File: src/rtl/mc_controller.sv
// Multi-cycle MIPS control sequencer: IF/DCD/EXE/MEM/WB FSM driving the shared datapath.
// Outputs are decoded combinationally from state and IR fields; only state and the MEM wait counter are registered.
module mc_controller #(
  parameter int MEM_HANDSHAKE = 1,
  parameter int TMO_W         = 4
) (
  input  logic       clk,
  input  logic       reset,
  input  logic [5:0] op,
  input  logic [5:0] fc,
  input  logic [4:0] rt,
  input  logic       br_eq,
  input  logic       br_ge,
  input  logic       mem_ack,
  output logic       pc_wr,
  output logic       ir_wr,
  output logic       reg_wr,
  output logic       mem_rd,
  output logic       mem_wr,
  output logic       alu_src1,
  output logic       alu_src2,
  output logic [1:0] ext_op,
  output logic [2:0] alu_op,
  output logic [2:0] npc_sel,
  output logic [1:0] reg_dst,
  output logic [1:0] mem_to_reg,
  output logic       lb,
  output logic       sb,
  output logic [2:0] state,
  output logic       instr_done,
  output logic       illegal,
  output logic       mem_tmo
);

  typedef enum logic [2:0] {
    stIf  = 3'd0,
    stDcd = 3'd1,
    stExe = 3'd2,
    stMem = 3'd3,
    stWb  = 3'd4
  } stateT;

  localparam logic [5:0] OP_RTYPE = 6'h00;
  localparam logic [5:0] OP_BGEZ  = 6'h01;
  localparam logic [5:0] OP_J     = 6'h02;
  localparam logic [5:0] OP_JAL   = 6'h03;
  localparam logic [5:0] OP_BEQ   = 6'h04;
  localparam logic [5:0] OP_ADDI  = 6'h08;
  localparam logic [5:0] OP_ORI   = 6'h0D;
  localparam logic [5:0] OP_LUI   = 6'h0F;
  localparam logic [5:0] OP_LB    = 6'h20;
  localparam logic [5:0] OP_LW    = 6'h23;
  localparam logic [5:0] OP_SB    = 6'h28;
  localparam logic [5:0] OP_SW    = 6'h2B;

  // Timeout fires on the wait cycle whose increment would make the counter reach 2**TMO_W-1.
  localparam logic [TMO_W-1:0] TMO_LAST = TMO_W'((2 ** TMO_W) - 2);

  stateT            cur, nxt;
  logic [TMO_W-1:0] waitCnt;

  logic isRType, isAddu, isSubu, isSlt, isSltu, isSll, isJr;
  logic isOri, isAddi, isLui, isLw, isSw, isLb, isSb;
  logic isBeq, isBgez, isJ, isJal;
  logic isAluR, isLoad, isStore, isLegal, memDone;

  assign isRType = (op == OP_RTYPE);
  assign isAddu  = isRType && (fc == 6'h21);
  assign isSubu  = isRType && (fc == 6'h23);
  assign isSlt   = isRType && (fc == 6'h2A);
  assign isSltu  = isRType && (fc == 6'h2B);
  assign isSll   = isRType && (fc == 6'h00);
  assign isJr    = isRType && (fc == 6'h08);
  assign isOri   = (op == OP_ORI);
  assign isAddi  = (op == OP_ADDI);
  assign isLui   = (op == OP_LUI);
  assign isLw    = (op == OP_LW);
  assign isSw    = (op == OP_SW);
  assign isLb    = (op == OP_LB);
  assign isSb    = (op == OP_SB);
  assign isBeq   = (op == OP_BEQ);
  assign isBgez  = (op == OP_BGEZ) && (rt == 5'b00001);
  assign isJ     = (op == OP_J);
  assign isJal   = (op == OP_JAL);

  assign isAluR  = isAddu || isSubu || isSlt || isSltu || isSll;
  assign isLoad  = isLw || isLb;
  assign isStore = isSw || isSb;
  assign isLegal = isAluR || isJr || isOri || isAddi || isLui || isLoad || isStore
                 || isBeq || isBgez || isJ || isJal;
  assign memDone = (MEM_HANDSHAKE == 0) || mem_ack;

  assign state = cur;

  always_ff @(posedge clk or posedge reset) begin
    if (reset) begin
      cur     <= stIf;
      waitCnt <= '0;
    end else begin
      cur     <= nxt;
      waitCnt <= (cur == stMem && nxt == stMem) ? waitCnt + 1'b1 : '0;
    end
  end

  // Reset gates every control output so an abandoned instruction cannot write anything.
  always_comb begin
    nxt        = cur;
    pc_wr      = 1'b0;
    ir_wr      = 1'b0;
    reg_wr     = 1'b0;
    mem_rd     = 1'b0;
    mem_wr     = 1'b0;
    alu_src1   = 1'b0;
    alu_src2   = 1'b0;
    ext_op     = 2'b00;
    alu_op     = 3'b000;
    npc_sel    = 3'b000;
    reg_dst    = 2'b00;
    mem_to_reg = 2'b00;
    lb         = 1'b0;
    sb         = 1'b0;
    instr_done = 1'b0;
    illegal    = 1'b0;
    mem_tmo    = 1'b0;
    if (!reset) begin
      case (cur)
        stIf: begin
          ir_wr = 1'b1;
          pc_wr = 1'b1;
          nxt   = stDcd;
        end
        stDcd: begin
          if (isJ) begin
            pc_wr      = 1'b1;
            npc_sel    = 3'b010;
            instr_done = 1'b1;
            nxt        = stIf;
          end else if (isJal) begin
            pc_wr   = 1'b1;
            npc_sel = 3'b010;
            nxt     = stWb;
          end else if (isJr) begin
            pc_wr      = 1'b1;
            npc_sel    = 3'b011;
            instr_done = 1'b1;
            nxt        = stIf;
          end else if (!isLegal) begin
            illegal    = 1'b1;
            instr_done = 1'b1;
            nxt        = stIf;
          end else begin
            nxt = stExe;
          end
        end
        stExe: begin
          nxt = stWb;
          if (isSubu)      alu_op = 3'b001;
          else if (isSlt)  alu_op = 3'b101;
          else if (isSltu) alu_op = 3'b100;
          else if (isSll) begin
            alu_op   = 3'b011;
            alu_src1 = 1'b1;
            alu_src2 = 1'b1;
          end else if (isOri) begin
            alu_op   = 3'b010;
            alu_src2 = 1'b1;
          end else if (isAddi || isLoad || isStore) begin
            alu_src2 = 1'b1;
            ext_op   = 2'b01;
          end else if (isLui) begin
            alu_src2 = 1'b1;
            ext_op   = 2'b10;
          end
          if (isLoad || isStore) nxt = stMem;
          if (isBeq) begin
            pc_wr      = br_eq;
            npc_sel    = 3'b001;
            instr_done = 1'b1;
            nxt        = stIf;
          end else if (isBgez) begin
            pc_wr      = br_ge;
            npc_sel    = 3'b100;
            instr_done = 1'b1;
            nxt        = stIf;
          end
        end
        stMem: begin
          mem_rd = isLoad;
          mem_wr = isStore;
          lb     = isLb;
          sb     = isSb;
          if (memDone) begin
            if (isLoad) begin
              nxt = stWb;
            end else begin
              instr_done = 1'b1;
              nxt        = stIf;
            end
          end else if (waitCnt == TMO_LAST) begin
            mem_tmo    = 1'b1;
            instr_done = 1'b1;
            nxt        = stIf;
          end
        end
        stWb: begin
          reg_wr     = 1'b1;
          instr_done = 1'b1;
          nxt        = stIf;
          if (isJal) begin
            reg_dst    = 2'b10;
            mem_to_reg = 2'b10;
          end else if (isLoad) begin
            mem_to_reg = 2'b01;
          end else if (isRType) begin
            reg_dst = 2'b01;
          end
        end
        default: nxt = stIf;
      endcase
    end
  end

endmodule

File: config.mk
export PLATFORM = sky130hd
export DESIGN_NAME = mc_controller
export DESIGN_NICKNAME = d
export VERILOG_FILES = /design/src/rtl/mc_controller.sv
export SDC_FILE = /design/constraint.sdc
export NUM_CORES = 1
export LEC_CHECK = 0
export BUFFER_PORTS_ARGS = -buffer_cell sky130_fd_sc_hd__buf_2
export CAP_MARGIN = 25
export CORE_MARGIN = 2
export CORE_UTILIZATION = 40
export DETAILED_ROUTE_END_ITERATION = 10
export PLACE_DENSITY_LB_ADDON = 0.08
export RECOVER_POWER = 100
export SYNTH_ARGS = -nofsm -noshare
export SYNTH_HDL_FRONTEND = slang
export SYNTH_SLANG_ARGS = --single-unit
File: constraint.sdc
create_clock -name clk -period 1.67 [get_ports clk]
set_input_delay 0.2505 -clock clk [delete_from_list [all_inputs] [get_ports clk]]
set_output_delay 0.2505 -clock clk [all_outputs]
set_load 0.01 [all_outputs]
# After elaboration in Yosys (flattened, before gate mapping)

Cells that the tools add are included.

Flip-flop bits (word level): 7
Bits in latches: 0
Memory bits (writable): 0
Bits in read-only memories: 0
Bits of input ports: 22
Output and inout port bits: 27
Logic and storage cells: 154
Memories kept: 0

Add/subtract/negate cells: 1
Multiply operators: 0
Divide/modulo/power cells: 0
Order comparisons: 0
Eq/ne operators: 23
Shifts and indexed selects: 0
Multiplexer cells: 98
Bitwise logic cells: 0
Reduce and logical (&&, ||, !) cells: 30

Operators by type and width:

| operator                                       | number |
|---|---|
| two-way mux 1 bit                              | 54 |
| two-way mux 3 bit                              | 17 |
| == test 6 bit (second input constant)          | 8 |
| two-way mux 2 bit                              | 22 |
| == test 6 x 4 -> 1 bit (second input constant) | 4 |
| logical OR 1 bit                               | 19 |
| == test 6 x 2 -> 1 bit (second input constant) | 2 |
| zero test 6 bit                                | 2 |
| one-hot mux 3 bit (4 select lines)             | 1 |
| == test 3 x 2 -> 1 bit (second input constant) | 3 |
| logical AND 1 bit                              | 8 |
| == test 6 x 1 -> 1 bit (second input constant) | 1 |
| == test 6 x 3 -> 1 bit (second input constant) | 1 |
| one-hot mux 3 bit (2 select lines)             | 1 |
| == test 5 x 1 -> 1 bit (second input constant) | 1 |
| adder 4 x 1 -> 4 bit (second input constant)   | 1 |
| == test 4 bit (second input constant)          | 1 |
| two-way mux 4 bit                              | 1 |
| one-hot mux 1 bit (4 select lines)             | 1 |
| == test 3 x 1 -> 1 bit (second input constant) | 1 |
| == test 3 bit (second input constant)          | 1 |
| zero test 3 bit                                | 1 |
| one-hot mux 1 bit (3 select lines)             | 1 |

# Depth between registers and ports, before layout

Word-level depth: 25
Mapped depth: 7
Mapped depth without buffers: 7

# Worst setup path after synthesis

No wires, ideal clock.

Path kind: input to output
Start point: in fc[3]
End point: out instr_done
Data arrival time: 1680 ps
Required time: 1419 ps
Path slack: -261 ps
Stages: 6
Path buffers: 1
Path through: buf_2 -> mux2_4 -> nand4_1 -> nand4b_1 -> or4_1 -> a311oi_1

Longest elaborated chain between the ends: 22
Elaborated cells between the ends (all ways): 32
Those cells by class: 5 x eq/ne; 6 x mux; 21 x reduce/logical

RTL lines:

| what                                 | line   | source |
|---|---|---|
| from (decl)                          | 10     | `input logic [5:0] fc,` |
| == test 6 bit (on tied branches)     | 68, 69 |  |
| logical AND 1 bit (on tied branches) | 68, 69 |  |
| logical OR 1 bit (4 in a row)        | 86     | `assign isAluR = isAddu \|\| isSubu \|\| isSlt \|\| isSltu \|\| isSll;` |
| logical OR 1 bit (6 in a row)        | 89     | `assign isLegal = isAluR \|\| isJr \|\| isOri \|\| isAddi \|\| isLui \|\| isLoad \|\| isStore` |
| logical OR 1 bit (4 in a row)        | 90     | `\|\| isBeq \|\| isBgez \|\| isJ \|\| isJal;` |
| two-way mux 1 bit                    | 147    | `end else if (!isLegal) begin` |
| two-way mux 1 bit *                  | 142    | `end else if (isJr) begin` |
| two-way mux 1 bit *                  | 138    | `end else if (isJal) begin` |
| two-way mux 1 bit *                  | 133    | `if (isJ) begin` |
| one-hot mux 1 bit (4 select lines) * | 126    | `case (cur)` |
| two-way mux 1 bit *                  | 125    | `if (!reset) begin` |
| to (decl)                            | 30     | `output logic instr_done,` |

Mark *: on every way between the ends. The rest lies on a longest branch, timed or not.

# Final worst setup path

Start point: reg waitCnt[0]
End point: out instr_done

Longest elaborated chain between the ends: 5

RTL lines:

| what                               | line | source |
|---|---|---|
| from (decl)                        | 60   | `logic [TMO_W-1:0] waitCnt;` |
| from (signal assigned)             | 101  | `waitCnt <= (cur == stMem && nxt == stMem) ? waitCnt + 1'b1 : '0;` |
| == test 4 bit                      | 199  | `end else if (waitCnt == TMO_LAST) begin` |
| two-way mux 1 bit                  | 199  |  |
| two-way mux 1 bit                  | 192  | `if (memDone) begin` |
| one-hot mux 1 bit (4 select lines) | 126  |  |
| two-way mux 1 bit                  | 125  |  |

No other way between the ends.

==> flow_metrics.env <==
export IMPL_dr_total_vias=1381
export IMPL_cts_root_buf="clkbuf_4"
export IMPL_synth_ff_type="dfrtp_1"
export IMPL_hold_path_class="in -> reg"
export IMPL_power_mw=0.8756
export IMPL_vias_per_cell=5.502
export IMPL_syn_inst=127
export IMPL_yosys_warnings=0
export IMPL_hpwl_um=2383
export IMPL_critical_path_cell_chain="inv_1 -> ha_1 -> nand3_2 -> nor2_2 -> a21oi_1 -> a2bb2oi_1 -> a311oi_2 -> buf_2"
export IMPL_wl_per_cell_um=15.04
export IMPL_cts_htree_levels=1
export IMPL_dr_pass1_iters=4
export IMPL_synth_top_area_share_pct=19.02
export IMPL_cts_tree="yes"
export IMPL_critPathSlowestCell="dfrtp_1"
export IMPL_rsz0062_at_grt="true"
export IMPL_core_um2=2191
export IMPL_min_delay_start="reset"
export IMPL_antenna_found_initial=0
export IMPL_worstSetupEndpointType="output port"
export IMPL_die_area_um2=2702
export IMPL_ff2ff_setup_slack_ns=-0.01
export IMPL_status="complete, but fails checks"
export IMPL_r2r_cells=6
export IMPL_grt_busiest_layer="met2"
export IMPL_cts_max_path_buffers=2
export IMPL_hold_worst_slack_ns=0.3244
export IMPL_reg2reg_to="waitCnt[2]$_DFF_PP0_"
export IMPL_fin_tns_setup_ns=-2.676
export IMPL_area_delta_synth_final_pct=108.7
export IMPL_yosysTopAreaCell="dfrtp_1"
export IMPL_whs_endpoint="state[2]$_DFF_PP0_"
export IMPL_routabilityCongestion=0.8508
export IMPL_post_route_period_util_pct=118.9
export IMPL_vdd_drop_max_mv=0.4224
export IMPL_slew_headroom_pct=74.46
export IMPL_grt_ovfl_total=0
export IMPL_grt_pass1_wl_um=5244
export IMPL_synth_seq_area_share_pct=19.02
export IMPL_use_met1_pct=28.55
export IMPL_drtIter0Drc=30
export IMPL_met2_usage_pct=50.00
export IMPL_ant_nets=0
export IMPL_ios=49
export IMPL_clk_latency_ns=0.25
export IMPL_nets=248
export IMPL_synth_cell_types=43
export IMPL_fmax_mhz=503.8
export IMPL_power_density_nw_per_um2=455.6
export IMPL_leakagePower_nw=0.8988
export IMPL_met3_usage_pct=0.8621
export IMPL_critical_path_depth=8
export IMPL_async_reset_ff_share_pct=100.0
export IMPL_hold_depth=3
export IMPL_synth_edf_count=0
export IMPL_startpoint_type="register"
export IMPL_crit_family="compound AO/OA/AOI/OAI gates"
export IMPL_violations="setup timing"
export IMPL_drv_slew=0
export IMPL_die_x_um=51.98
export IMPL_first_global_vias=1250
export IMPL_path_max_fanout=3
export IMPL_min_period_ns=1.985
export IMPL_setup_viol=26
export IMPL_syn_area_um2=920.9
export IMPL_worst_path_buf_inv=2
export IMPL_num_antenna_cells=0
export IMPL_cts_sinks=7
export IMPL_final_layout_size_suffix_gt1_share_pct=63.23
export IMPL_synth_area_leaders="dfrtp_1 (19%), nor2_1 (6.9%), nand2_1 (5.3%)"
export IMPL_clk_pin_slew_ns=0.06
export IMPL_synth_seq_cells=7
export IMPL_worst_pin_slew_ns=0.3831
export IMPL_crit_type="reg -> out"
export IMPL_cts_buffers=3
export IMPL_io_buffers=48
export IMPL_syn_area_per_cell_um2=7.251
export IMPL_worstPathRequired_ns=1.42
export IMPL_grt_usage_pct=25.50
export IMPL_cpPeakStageDelay_ns=0.37
export IMPL_dieHeight_um=51.98
export IMPL_drv_cap=0
export IMPL_start_util_pct=42.03
export IMPL_reg2reg_from="state[0]$_DFF_PP0_"
export IMPL_drc=0
export IMPL_drt_total_wl_um=3776
export IMPL_crit_arrival_ns=1.73
export IMPL_rows=17
export IMPL_hold_viol_final=0
export IMPL_grt_max_degree=9
export IMPL_fin_skew_ns=0.005143
export IMPL_syn_nets=151
export IMPL_worst_slack_ns=-0.3150
==> flip-flops by register name, summed over array words and instances, names as in the netlist <==
signal,count
waitCnt,4
state,3
==> worst max path at each step <==
| stage | to | startpoint | slack (ns) |
|---|---|---|---|
| floorplan | instr_done | fc[3] | -0.13 |
| global placement | illegal | op[3] | -0.28 |
| detailed placement | illegal | op[3] | -0.31 |
| CTS | instr_done | state[1]$_DFF_PP0_ | -0.27 |
| global route | instr_done | waitCnt[0]$_DFF_PP0_ | -0.39 |
| finish | instr_done | waitCnt[0]$_DFF_PP0_ | -0.31 |
==> per-layer routing <==
| metal | routed length, um | vias up |
|---|---|---|
| met5 | 0 | - |
| met4 | 66 | 0 |
| met3 | 119 | 10 |
| met2 | 2084 | 48 |
| met1 | 1505 | 662 |
| li1 | - | 661 |
==> per-stage QoR <==
step | setup slack, ns | std cells | cell area (um2) | util, %
after detailed placement | -0.3063 | 235 | 1470 | 67.10
after floorplan | -0.1303 | 127 | 939.7 | -
final | -0.3150 | 251 | 1922 | 87.72
after global routing | -0.3878 | 251 | 1922 | 87.72
after global placement | -0.2780 | 235 | 1470 | 67.10
after CTS | -0.2749 | 246 | 1732 | 79.04
==> Yosys cell counts, drive strengths merged (2+ instances only) <==
cell    instances
buf             5
a32oi           2
xor2            3
o21ai           4
o21bai          2
a211o           2
nand3b          3
nand4           3
nor3            6
nor4            4
ha              2
and3            3
nand2          13
and2            3
and4            3
nor3b           3
dfrtp           7
inv             4
clkbuf          2
or4             2
xnor2           2
nand3           9
a21oi           5
nor2b           4
mux2            2
nor2           17
==> area by class of cell <==
cell class | instances | area [um2]
Multi-Input combinational cell | 109 | 938.4
Timing Repair Buffer | 99 | 730.7
Fill cell | 114 | 269.0
Sequential cell | 7 | 176.4
Tap cell | 28 | 35.03
Clock buffer | 4 | 26.28
Inverter | 4 | 15.01
==> power breakdown <==
| part | internal (mW) | switching, mW | total, mW |
|---|---|---|---|
| Clock | 0.0914 | 0.0657 | 0.157 |
| Sequential | 0.183 | 0.0111 | 0.194 |
| Combinational | 0.272 | 0.253 | 0.524 |
| Total | 0.546 | 0.330 | 0.876 |
==> worst register-to-register path: stages, from the launching register on <==
cell and delay [ns]:
dfrtp_1 0.35, buf_4 0.20, nand3b_1 0.20, or3b_1 0.42, a21oi_2 0.20, o21bai_2 0.11, nor2_1 0.12
==> logic make-up (layout without fill, tap and decap cells) <==
| family | count (synthesis) | count (layout) | share of synthesized area [%] |
|---|---|---|---|
| DFF | 7 | 7 | 19.02 |
| xor gates and xnor gates | 5 | 5 | 4.756 |
| muxes | 2 | 2 | 3.261 |
| adders and majority gates | 2 | 2 | 2.717 |
| buffers and inverters | 11 | 107 | 5.435 |
| AOI/OAI and AO/OA | 22 | 22 | 17.12 |
| and+or+nand+nor | 78 | 78 | 47.69 |
==> what timing repair did <==
item	CTS	global route
hold buffers	0	0
buffers inserted	7	6
pin swaps	16	13
gates resized for setup	46	28
endpoints found under the setup margin	22	30
==> cell usage in the layout (no fill, tap or decap), drive strengths merged, types with 2 or more instances in the layout <==
cell,Yosys,routed
a211o,2,2
a21oi,5,5
a32oi,2,2
and2,3,3
and3,3,3
and4,3,3
buf,5,95
clkbuf,2,8
dfrtp,7,7
ha,2,2
inv,4,4
mux2,2,2
nand2,13,13
nand3,9,9
nand3b,3,3
nand4,3,3
nor2,17,17
nor2b,4,4
nor3,6,6
nor3b,3,3
nor4,4,4
o21ai,4,4
o21bai,2,2
or4,2,2
xnor2,2,2
xor2,3,3
Power figures use the tool's default switching activity.
